`config.mk`:
```
export PLATFORM = sky130hd
export DESIGN_NAME = friscv_axi_ram_responder_flat
export DESIGN_NICKNAME = d
export VERILOG_FILES = /design/src/rtl/friscv_axi_ram_responder_if.sv /design/src/rtl/friscv_axi_ram_responder.sv /design/src/flat_wrapper.sv
export SDC_FILE = /design/constraint.sdc
export NUM_CORES = 2
export LEC_CHECK = 0
export ABC_AREA = 0
export CAP_MARGIN = 20
export CORE_MARGIN = 4
export CORE_UTILIZATION = 60
export DETAILED_ROUTE_END_ITERATION = 16
export PLACE_DENSITY = 0.79
export SYNTH_ARGS = -nofsm -noshare
export SYNTH_HDL_FRONTEND = slang
export SYNTH_SLANG_ARGS = --single-unit
```
`constraint.sdc`:
```
create_clock -name aclk -period 2.68 [get_ports aclk]
set_input_delay 0.536 -clock aclk [delete_from_list [all_inputs] [get_ports aclk]]
set_output_delay 0.536 -clock aclk [all_outputs]
set_load 0.03 [all_outputs]
```
`src/rtl/friscv_axi_ram_responder_if.sv`:
```
// AXI4 channel bundle between the dcache memory-side master and the RAM responder.
interface friscv_axi_ram_responder_if #(
   parameter int AXI_ADDR_W = 8,
   parameter int AXI_ID_W   = 8,
   parameter int AXI_DATA_W = 128
);
   logic                    awvalid;
   logic                    awready;
   logic [AXI_ADDR_W-1:0]   awaddr;
   logic [7:0]              awlen;
   logic [1:0]              awburst;
   logic [AXI_ID_W-1:0]     awid;
   logic                    wvalid;
   logic                    wready;
   logic                    wlast;
   logic [AXI_DATA_W-1:0]   wdata;
   logic [AXI_DATA_W/8-1:0] wstrb;
   logic                    bvalid;
   logic                    bready;
   logic [AXI_ID_W-1:0]     bid;
   logic [1:0]              bresp;
   logic                    arvalid;
   logic                    arready;
   logic [AXI_ADDR_W-1:0]   araddr;
   logic [7:0]              arlen;
   logic [1:0]              arburst;
   logic [AXI_ID_W-1:0]     arid;
   logic                    rvalid;
   logic                    rready;
   logic [AXI_ID_W-1:0]     rid;
   logic [1:0]              rresp;
   logic [AXI_DATA_W-1:0]   rdata;
   logic                    rlast;

   modport master (
      output awvalid, awaddr, awlen, awburst, awid,
      output wvalid, wlast, wdata, wstrb,
      output bready,
      output arvalid, araddr, arlen, arburst, arid,
      output rready,
      input  awready, wready, bvalid, bid, bresp,
      input  arready, rvalid, rid, rresp, rdata, rlast
   );

   modport slave (
      input  awvalid, awaddr, awlen, awburst, awid,
      input  wvalid, wlast, wdata, wstrb,
      input  bready,
      input  arvalid, araddr, arlen, arburst, arid,
      input  rready,
      output awready, wready, bvalid, bid, bresp,
      output arready, rvalid, rid, rresp, rdata, rlast
   );
endinterface

```
`src/rtl/friscv_axi_ram_responder.sv`:
```
// AXI4 RAM responder for the dcache bus: independent write and read burst engines over a word array.
// Define FRISCV_AXI_RAM_ERR_EN to return SLVERR for non-INCR bursts and early wlast.
module friscv_axi_ram_responder #(
   parameter int AXI_ADDR_W = 8,
   parameter int AXI_ID_W   = 8,
   parameter int AXI_DATA_W = 128,
   parameter int RAM_DEPTH  = 16
) (
   input logic                        aclk,
   input logic                        srst,
   friscv_axi_ram_responder_if.slave  bus
);
   localparam int STRB_W = AXI_DATA_W / 8;
   localparam int OFF_W  = $clog2(STRB_W);
   localparam int IDX_W  = $clog2(RAM_DEPTH);
   localparam logic [1:0] RESP_OKAY   = 2'b00;
   localparam logic [1:0] RESP_SLVERR = 2'b10;

   typedef enum logic [1:0] {W_IDLE, W_DATA, W_RESP} w_state_t;
   typedef enum logic       {R_IDLE, R_DATA}         r_state_t;

   w_state_t w_state, w_state_nxt;
   r_state_t r_state, r_state_nxt;

   // Keeps both ready outputs low until the first edge with srst released.
   logic live;

   logic [IDX_W-1:0]      w_idx, r_idx;
   logic [7:0]            w_len, w_cnt, r_len, r_cnt;
   logic [AXI_ID_W-1:0]   w_id, r_id;
   logic [1:0]            w_resp, r_resp;
   logic                  w_bad_q;
   logic                  aw_hs, w_hs, ar_hs, r_hs;
   logic                  w_end, r_end;
   logic                  aw_bad, ar_bad, w_early;
   logic                  r_err, mem_we;
   logic                  unused_bits;
   logic [AXI_DATA_W-1:0] mem [RAM_DEPTH];

`ifdef FRISCV_AXI_RAM_ERR_EN
   assign aw_bad      = (bus.awburst != 2'b01);
   assign ar_bad      = (bus.arburst != 2'b01);
   assign w_early     = bus.wlast && (w_cnt != w_len);
   assign unused_bits = ^{bus.awaddr, bus.araddr};
`else
   assign aw_bad      = 1'b0;
   assign ar_bad      = 1'b0;
   assign w_early     = 1'b0;
   assign unused_bits = ^{bus.awaddr, bus.araddr, bus.awburst, bus.arburst};
`endif

   // Handshakes are decoded from state so they never loop through the ready outputs.
   assign aw_hs = bus.awvalid && live && (w_state == W_IDLE);
   assign w_hs  = bus.wvalid && (w_state == W_DATA);
   assign w_end = bus.wlast || (w_cnt == w_len);
   assign ar_hs = bus.arvalid && live && (r_state == R_IDLE);
   assign r_hs  = bus.rready && (r_state == R_DATA);
   assign r_end = (r_cnt == r_len);
   assign r_err = r_resp[1];

   // NOTE: sequential state uses non-blocking assignments so every flop samples pre-edge values.
   always_ff @(posedge aclk) begin
      if (srst) begin
         w_state <= W_IDLE;
         r_state <= R_IDLE;
         live    <= 1'b0;
      end else begin
         w_state <= w_state_nxt;
         r_state <= r_state_nxt;
         live    <= 1'b1;
      end
   end

   // NOTE: every output and next-state variable gets a default first so no latch is inferred.
   always_comb begin
      w_state_nxt = w_state;
      bus.awready = 1'b0;
      bus.wready  = 1'b0;
      bus.bvalid  = 1'b0;
      case (w_state)
         W_IDLE: begin
            bus.awready = live;
            if (aw_hs) w_state_nxt = W_DATA;
         end
         W_DATA: begin
            bus.wready = 1'b1;
            if (w_hs && w_end) w_state_nxt = W_RESP;
         end
         W_RESP: begin
            bus.bvalid = 1'b1;
            if (bus.bready) w_state_nxt = W_IDLE;
         end
         default: w_state_nxt = W_IDLE;
      endcase
   end

   assign bus.bid   = w_id;
   assign bus.bresp = w_resp;

   always_ff @(posedge aclk) begin
      if (srst) begin
         w_idx   <= '0;
         w_len   <= '0;
         w_cnt   <= '0;
         w_id    <= '0;
         w_resp  <= RESP_OKAY;
         w_bad_q <= 1'b0;
      end else if (aw_hs) begin
         w_idx   <= bus.awaddr[OFF_W +: IDX_W];
         w_len   <= bus.awlen;
         w_cnt   <= '0;
         w_id    <= bus.awid;
         w_resp  <= RESP_OKAY;
         w_bad_q <= aw_bad;
      end else if (w_hs) begin
         w_idx <= w_idx + 1'b1;
         w_cnt <= w_cnt + 8'd1;
         if (w_end) w_resp <= (w_bad_q || w_early) ? RESP_SLVERR : RESP_OKAY;
      end
   end

   // A rejected burst still consumes its beats but never touches the array.
   assign mem_we = w_hs && !w_bad_q && !srst;

   // NOTE: the array is intentionally not reset; contents survive srst like a real RAM.
   always_ff @(posedge aclk) begin
      if (mem_we) begin
         for (int b = 0; b < STRB_W; b++) begin
            if (bus.wstrb[b]) mem[w_idx][8*b +: 8] <= bus.wdata[8*b +: 8];
         end
      end
   end

   always_comb begin
      r_state_nxt = r_state;
      bus.arready = 1'b0;
      bus.rvalid  = 1'b0;
      bus.rlast   = 1'b0;
      bus.rid     = '0;
      bus.rresp   = RESP_OKAY;
      bus.rdata   = '0;
      case (r_state)
         R_IDLE: begin
            bus.arready = live;
            if (ar_hs) r_state_nxt = R_DATA;
         end
         R_DATA: begin
            bus.rvalid = 1'b1;
            bus.rlast  = r_end;
            bus.rid    = r_id;
            bus.rresp  = r_resp;
            // Asynchronous read: a same-cycle write lands on the next edge, so old data is returned.
            bus.rdata  = r_err ? '0 : mem[r_idx];
            if (r_hs && r_end) r_state_nxt = R_IDLE;
         end
         default: r_state_nxt = R_IDLE;
      endcase
   end

   always_ff @(posedge aclk) begin
      if (srst) begin
         r_idx  <= '0;
         r_len  <= '0;
         r_cnt  <= '0;
         r_id   <= '0;
         r_resp <= RESP_OKAY;
      end else if (ar_hs) begin
         r_idx  <= bus.araddr[OFF_W +: IDX_W];
         r_len  <= bus.arlen;
         r_cnt  <= '0;
         r_id   <= bus.arid;
         r_resp <= ar_bad ? RESP_SLVERR : RESP_OKAY;
      end else if (r_hs) begin
         r_idx <= r_idx + 1'b1;
         r_cnt <= r_cnt + 8'd1;
      end
   end
endmodule
```
`src/flat_wrapper.sv`:
```
// flat-port wrapper written by rule: the top's interface ports become plain ports
module friscv_axi_ram_responder_flat 
#(
   parameter int AXI_ADDR_W = 8,
   parameter int AXI_ID_W   = 8,
   parameter int AXI_DATA_W = 128,
   parameter int RAM_DEPTH  = 16
)
  (aclk, srst, bus_awvalid, bus_awaddr, bus_awlen, bus_awburst, bus_awid, bus_wvalid, bus_wlast, bus_wdata, bus_wstrb, bus_bready, bus_arvalid, bus_araddr, bus_arlen, bus_arburst, bus_arid, bus_rready, bus_awready, bus_wready, bus_bvalid, bus_bid, bus_bresp, bus_arready, bus_rvalid, bus_rid, bus_rresp, bus_rdata, bus_rlast);
  friscv_axi_ram_responder_if #(.AXI_ADDR_W(AXI_ADDR_W), .AXI_ID_W(AXI_ID_W), .AXI_DATA_W(AXI_DATA_W)) bus_i ();
  input logic aclk;
  input logic srst;
  input wire logic [$bits(bus_i.awvalid)-1:0] bus_awvalid;
  input wire logic [$bits(bus_i.awaddr)-1:0] bus_awaddr;
  input wire logic [$bits(bus_i.awlen)-1:0] bus_awlen;
  input wire logic [$bits(bus_i.awburst)-1:0] bus_awburst;
  input wire logic [$bits(bus_i.awid)-1:0] bus_awid;
  input wire logic [$bits(bus_i.wvalid)-1:0] bus_wvalid;
  input wire logic [$bits(bus_i.wlast)-1:0] bus_wlast;
  input wire logic [$bits(bus_i.wdata)-1:0] bus_wdata;
  input wire logic [$bits(bus_i.wstrb)-1:0] bus_wstrb;
  input wire logic [$bits(bus_i.bready)-1:0] bus_bready;
  input wire logic [$bits(bus_i.arvalid)-1:0] bus_arvalid;
  input wire logic [$bits(bus_i.araddr)-1:0] bus_araddr;
  input wire logic [$bits(bus_i.arlen)-1:0] bus_arlen;
  input wire logic [$bits(bus_i.arburst)-1:0] bus_arburst;
  input wire logic [$bits(bus_i.arid)-1:0] bus_arid;
  input wire logic [$bits(bus_i.rready)-1:0] bus_rready;
  output wire logic [$bits(bus_i.awready)-1:0] bus_awready;
  output wire logic [$bits(bus_i.wready)-1:0] bus_wready;
  output wire logic [$bits(bus_i.bvalid)-1:0] bus_bvalid;
  output wire logic [$bits(bus_i.bid)-1:0] bus_bid;
  output wire logic [$bits(bus_i.bresp)-1:0] bus_bresp;
  output wire logic [$bits(bus_i.arready)-1:0] bus_arready;
  output wire logic [$bits(bus_i.rvalid)-1:0] bus_rvalid;
  output wire logic [$bits(bus_i.rid)-1:0] bus_rid;
  output wire logic [$bits(bus_i.rresp)-1:0] bus_rresp;
  output wire logic [$bits(bus_i.rdata)-1:0] bus_rdata;
  output wire logic [$bits(bus_i.rlast)-1:0] bus_rlast;
  assign bus_i.awvalid = bus_awvalid;
  assign bus_i.awaddr = bus_awaddr;
  assign bus_i.awlen = bus_awlen;
  assign bus_i.awburst = bus_awburst;
  assign bus_i.awid = bus_awid;
  assign bus_i.wvalid = bus_wvalid;
  assign bus_i.wlast = bus_wlast;
  assign bus_i.wdata = bus_wdata;
  assign bus_i.wstrb = bus_wstrb;
  assign bus_i.bready = bus_bready;
  assign bus_i.arvalid = bus_arvalid;
  assign bus_i.araddr = bus_araddr;
  assign bus_i.arlen = bus_arlen;
  assign bus_i.arburst = bus_arburst;
  assign bus_i.arid = bus_arid;
  assign bus_i.rready = bus_rready;
  assign bus_awready = bus_i.awready;
  assign bus_wready = bus_i.wready;
  assign bus_bvalid = bus_i.bvalid;
  assign bus_bid = bus_i.bid;
  assign bus_bresp = bus_i.bresp;
  assign bus_arready = bus_i.arready;
  assign bus_rvalid = bus_i.rvalid;
  assign bus_rid = bus_i.rid;
  assign bus_rresp = bus_i.rresp;
  assign bus_rdata = bus_i.rdata;
  assign bus_rlast = bus_i.rlast;
  friscv_axi_ram_responder #(.AXI_ADDR_W(AXI_ADDR_W), .AXI_ID_W(AXI_ID_W), .AXI_DATA_W(AXI_DATA_W), .RAM_DEPTH(RAM_DEPTH)) u_core (.aclk(aclk), .srst(srst), .bus(bus_i));
endmodule
```
==> impl_metrics.ini <==
[cts]
numClockSinks = 2112
cts-buffers-inserted = 199
ctsRootBufferMaster = sky130_fd_sc_hd__clkbuf_16
maximum_count_of_clock_buffers_along_a_single_path = 3
holdBufCountCts = 0
cts_max_level = 4
tritoncts = done
clk-insertion-delay-late_ps = 850
clk_pin_slew_worst_paths_ps = 60

[cells_and_area]
finalInstanceArea_sq_um = 102000
layout.cells.most_common = sky130_fd_sc_hd__edfxtp_1
post_route_cells_drive_above_1_share = 0.401
flow.area_growth_from_synthesis_pct = 26.4
final_net_count = 5046
layout_common_cells = 2048 x sky130_fd_sc_hd__edfxtp_1, 512 x sky130_fd_sc_hd__mux4_2, 488 x sky130_fd_sc_hd__buf_4
filler_cell_count = 6506
multiInputGateArea_sq_um = 17900
ff_latch_area_sq_um = 62800

[floorplan]
die-width_microns = 374
chipHeight_microns = 374
coreArea_sq_um = 133000
floorplan.die_area_sq_um = 140000
pin_count = 358
floorplan_row_count = 134
start_util = 0.604

[worst_setup_path]
crit_path_frequent_cell = sky130_fd_sc_hd__buf_12
timing.critical_path.fanout_max = 7
worstReg2RegEnd = u_core.mem[8][107]
worst-r2r-cell-count = 5
timing_worst_setup_path_type = reg2out
reg2reg_from = u_core.w_idx[3]
critical_path_arrival_ps = 3020
worstPathRequired_ps = 2140
cp_peak_stage_delay_ps = 520
crit_slowest_cell = sky130_fd_sc_hd__mux4_2
crit_path_start_kind = register
timing.reg2reg.setup_slack_ps = 260
path_cells = buf_6 > buf_12 > buf_16 > buf_12 > buf_6 > mux4_2 > a22oi_2 > nand2_2 > buf_12
cp-end-kind = output port

[synth]
synthesis.yosys.warnings = 0
seq_area_frac_synth = 0.779
mappedNetlistArea_sq_um = 80600
post_synth_edffs = 2048
syn_area_per_cell_sq_um = 21.3
synthCells = 3781
synth.lib_cells_used.distinct = 38
async_flop_share = 0
ys_dominant_reg_cell = sky130_fd_sc_hd__edfxtp_1
synth_seq_cells = 2112

[power_and_ir_drop]
powerDensity_nw_per_um2 = 693
leakagePower_nw = 33.0
power.ir.vdd_worst_mv = 0.666

[run]
cap_violations = 0

[min_path]
worstHoldPathCells = 3
hold-path-endpoint = u_core.r_id[3]
timing.hold.worst.class = in2reg
startpoint_of_the_worst_hold_path = bus_arid[3]

[sta]
worst_slack_ps = -873
share_of_the_cycle_needed_by_the_critical_path_after_routing = 1.33
timing.final.hold_violations = 0
maxSlewHeadroom = 0.360
rsz0062_at_grt = true
timing.final.setup_violations = 128
post_layout_minimum_cycle_time_ps = 3550
max_slew.worst_pin.slew_ps = 954
final.setup.tns_ps = -87330
clock_skew_ps = 22.8
timing.final.max_slew_violations = 0
highest_clock_rate_mhz = 281

[drt]
viasPerCell = 6.90
detail_route.wirelength_mm = 243
drt_pass1_iterations = 6
ant_nets = 0
drtIter0Drc = 7924
overall_via_count_from_detail_route = 46870
route.detailed.drc = 0
wl_per_cell_microns = 35.8

[global_route]
grt_first_pass_wirelength_mm = 333
grt_antenna_before_repair = 34
grt_pass1_vias = 46697
largest_net_degree_at_the_start_of_global_routing = 48
grtUsageTotal = 0.332
grt_overflow = 0

[place]
dpl-instance-area_sq_um = 90100
routabilityCongestion = 0.803
hpwl_mm = 127
placement.io_buffers = 341

[status]
run_status = finished with violations
violations_in_the_final_reports = setup timing
cells in the mapped netlist (2+ instances only):
library cell,n,area share
sky130_fd_sc_hd__buf_2,79,0.0049
sky130_fd_sc_hd__buf_1,14,0.00065
sky130_fd_sc_hd__edfxtp_1,2048,0.76
sky130_fd_sc_hd__nor3b_1,2,0.00019
sky130_fd_sc_hd__a211oi_1,3,0.00028
sky130_fd_sc_hd__a22oi_1,258,0.024
sky130_fd_sc_hd__a311oi_1,2,0.00022
sky130_fd_sc_hd__mux4_2,512,0.14
sky130_fd_sc_hd__dfxtp_1,64,0.016
sky130_fd_sc_hd__ha_1,7,0.0011
sky130_fd_sc_hd__nor2_2,2,0.00016
sky130_fd_sc_hd__xnor2_1,21,0.0023
sky130_fd_sc_hd__clkbuf_1,72,0.0034
sky130_fd_sc_hd__nand2_1,231,0.011
sky130_fd_sc_hd__inv_1,4,0.00019
sky130_fd_sc_hd__nand4_1,13,0.0010
sky130_fd_sc_hd__o21ai_0,2,0.00012
sky130_fd_sc_hd__and2_1,12,0.00093
sky130_fd_sc_hd__buf_4,17,0.0016
sky130_fd_sc_hd__nor3_1,2,0.00012
sky130_fd_sc_hd__nor2_1,289,0.013
sky130_fd_sc_hd__nor2_4,4,0.00056
sky130_fd_sc_hd__nand3_1,8,0.00050
sky130_fd_sc_hd__a21oi_1,38,0.0024
sky130_fd_sc_hd__and3_1,3,0.00023
sky130_fd_sc_hd__xor2_1,12,0.0013
sky130_fd_sc_hd__buf_6,37,0.0052
sky130_fd_sc_hd__inv_2,2,0.000093
sky130_fd_sc_hd__nand2_2,10,0.00078
sky130_fd_sc_hd__nor2b_1,5,0.00039
flip-flops by register name (all words and copies together) (netlist names), named ones only:
register and flops:
u_core.mem 2048, u_core.bus.bid 8, u_core.r_cnt 8, u_core.r_id 8
u_core.r_len 8, u_core.w_cnt 8, u_core.w_len 8, u_core.r_idx 4
u_core.w_idx 4, u_core.w_state 2, u_core.live 1, u_core.r_state 1
how the worst max path moves through the flow:
stage,from,end,slack [ps],cells after the start
6_report,register,bus_rdata[30],-870,9
5_1_grt,register,bus_rdata[30],-890,9
4_1_cts,register,bus_rdata[90],-810,8
3_5_place_dp,u_core.r_state,bus_rdata[118],-260,6
3_3_place_gp,u_core.r_state,bus_rdata[118],-230,6
2_1_floorplan,u_core.r_state,bus_rdata[106],420,5
power breakdown:
| part | switching, mW | total (mW) | leakage (nW) | internal [mW] |
|---|---|---|---|---|
| Sequential | 0.0564 | 36.3 | 18.9 | 36.3 |
| Combinational | 3.21 | 6.11 | 11.0 | 2.90 |
| Clock | 12.3 | 28.1 | 3.11 | 15.8 |
layer usage:
layer / part of all wire / routed length (microns) / track usage
met4: 0.062 / 15100 / 0.170
met3: 0.13 / 32700 / 0.0991
met1: 0.33 / 79100 / 0.436
met5: 0.00042 / 103 / 0
met2: 0.48 / 116000 / 0.513
worst max-delay path, delay by kind of cell (launching register included):
kind | cells | cell delay, ps
buffers and inverters | 6 | 830
multiplexers | 1 | 520
flip-flops | 1 | 390
AO/OA/AOI/OAI | 1 | 300
AND/OR/NAND/NOR | 1 | 120
area by class of cell:
type,instances,share of cell area
well taps,1768,0.0217
clock inverters,124,0.0112
flip-flops and latches,2112,0.617
diodes,26,0.000639
clock buffers,244,0.0514
multi-input cells,1447,0.176
inverters,6,0.000221
repair buffers,1069,0.122
timing repair:
action / CTS / global route
pin swaps: 185 / 157
buffers inserted: 104 / 65
resized for setup: 501 / 174
endpoints found under the hold margin: 0 / 0
gates cloned: 48 / 18
setup endpoints to repair: 141 / 129
kinds of logic after synthesis:
kind of cell	count (synthesis)	share of synthesized area
buffers and inverters	225	0.0160
xor gates and xnor gates	33	0.00359
AOI/OAI and AO/OA	307	0.0274
DFF	2112	0.779
other	1	0.0000466
muxes	512	0.143
and+or+nand+nor	584	0.0294
adders and majority gates	7	0.00109
stage by stage:
stage          utilization  worst slack [ps]  instances  hold WS, ps  power, mW
3_3_place_gp         0.675              -232       6201          439       41.4
6_report             0.763              -873       6796          251       70.6
4_1_cts              0.755              -811       6721          206       69.9
5_1_grt              0.763              -891       6785          245       72.3
2_1_floorplan            -               419       3784          432       39.4
3_5_place_dp         0.675              -263       6203          446       41.6
(Power assumes the default switching activity.)
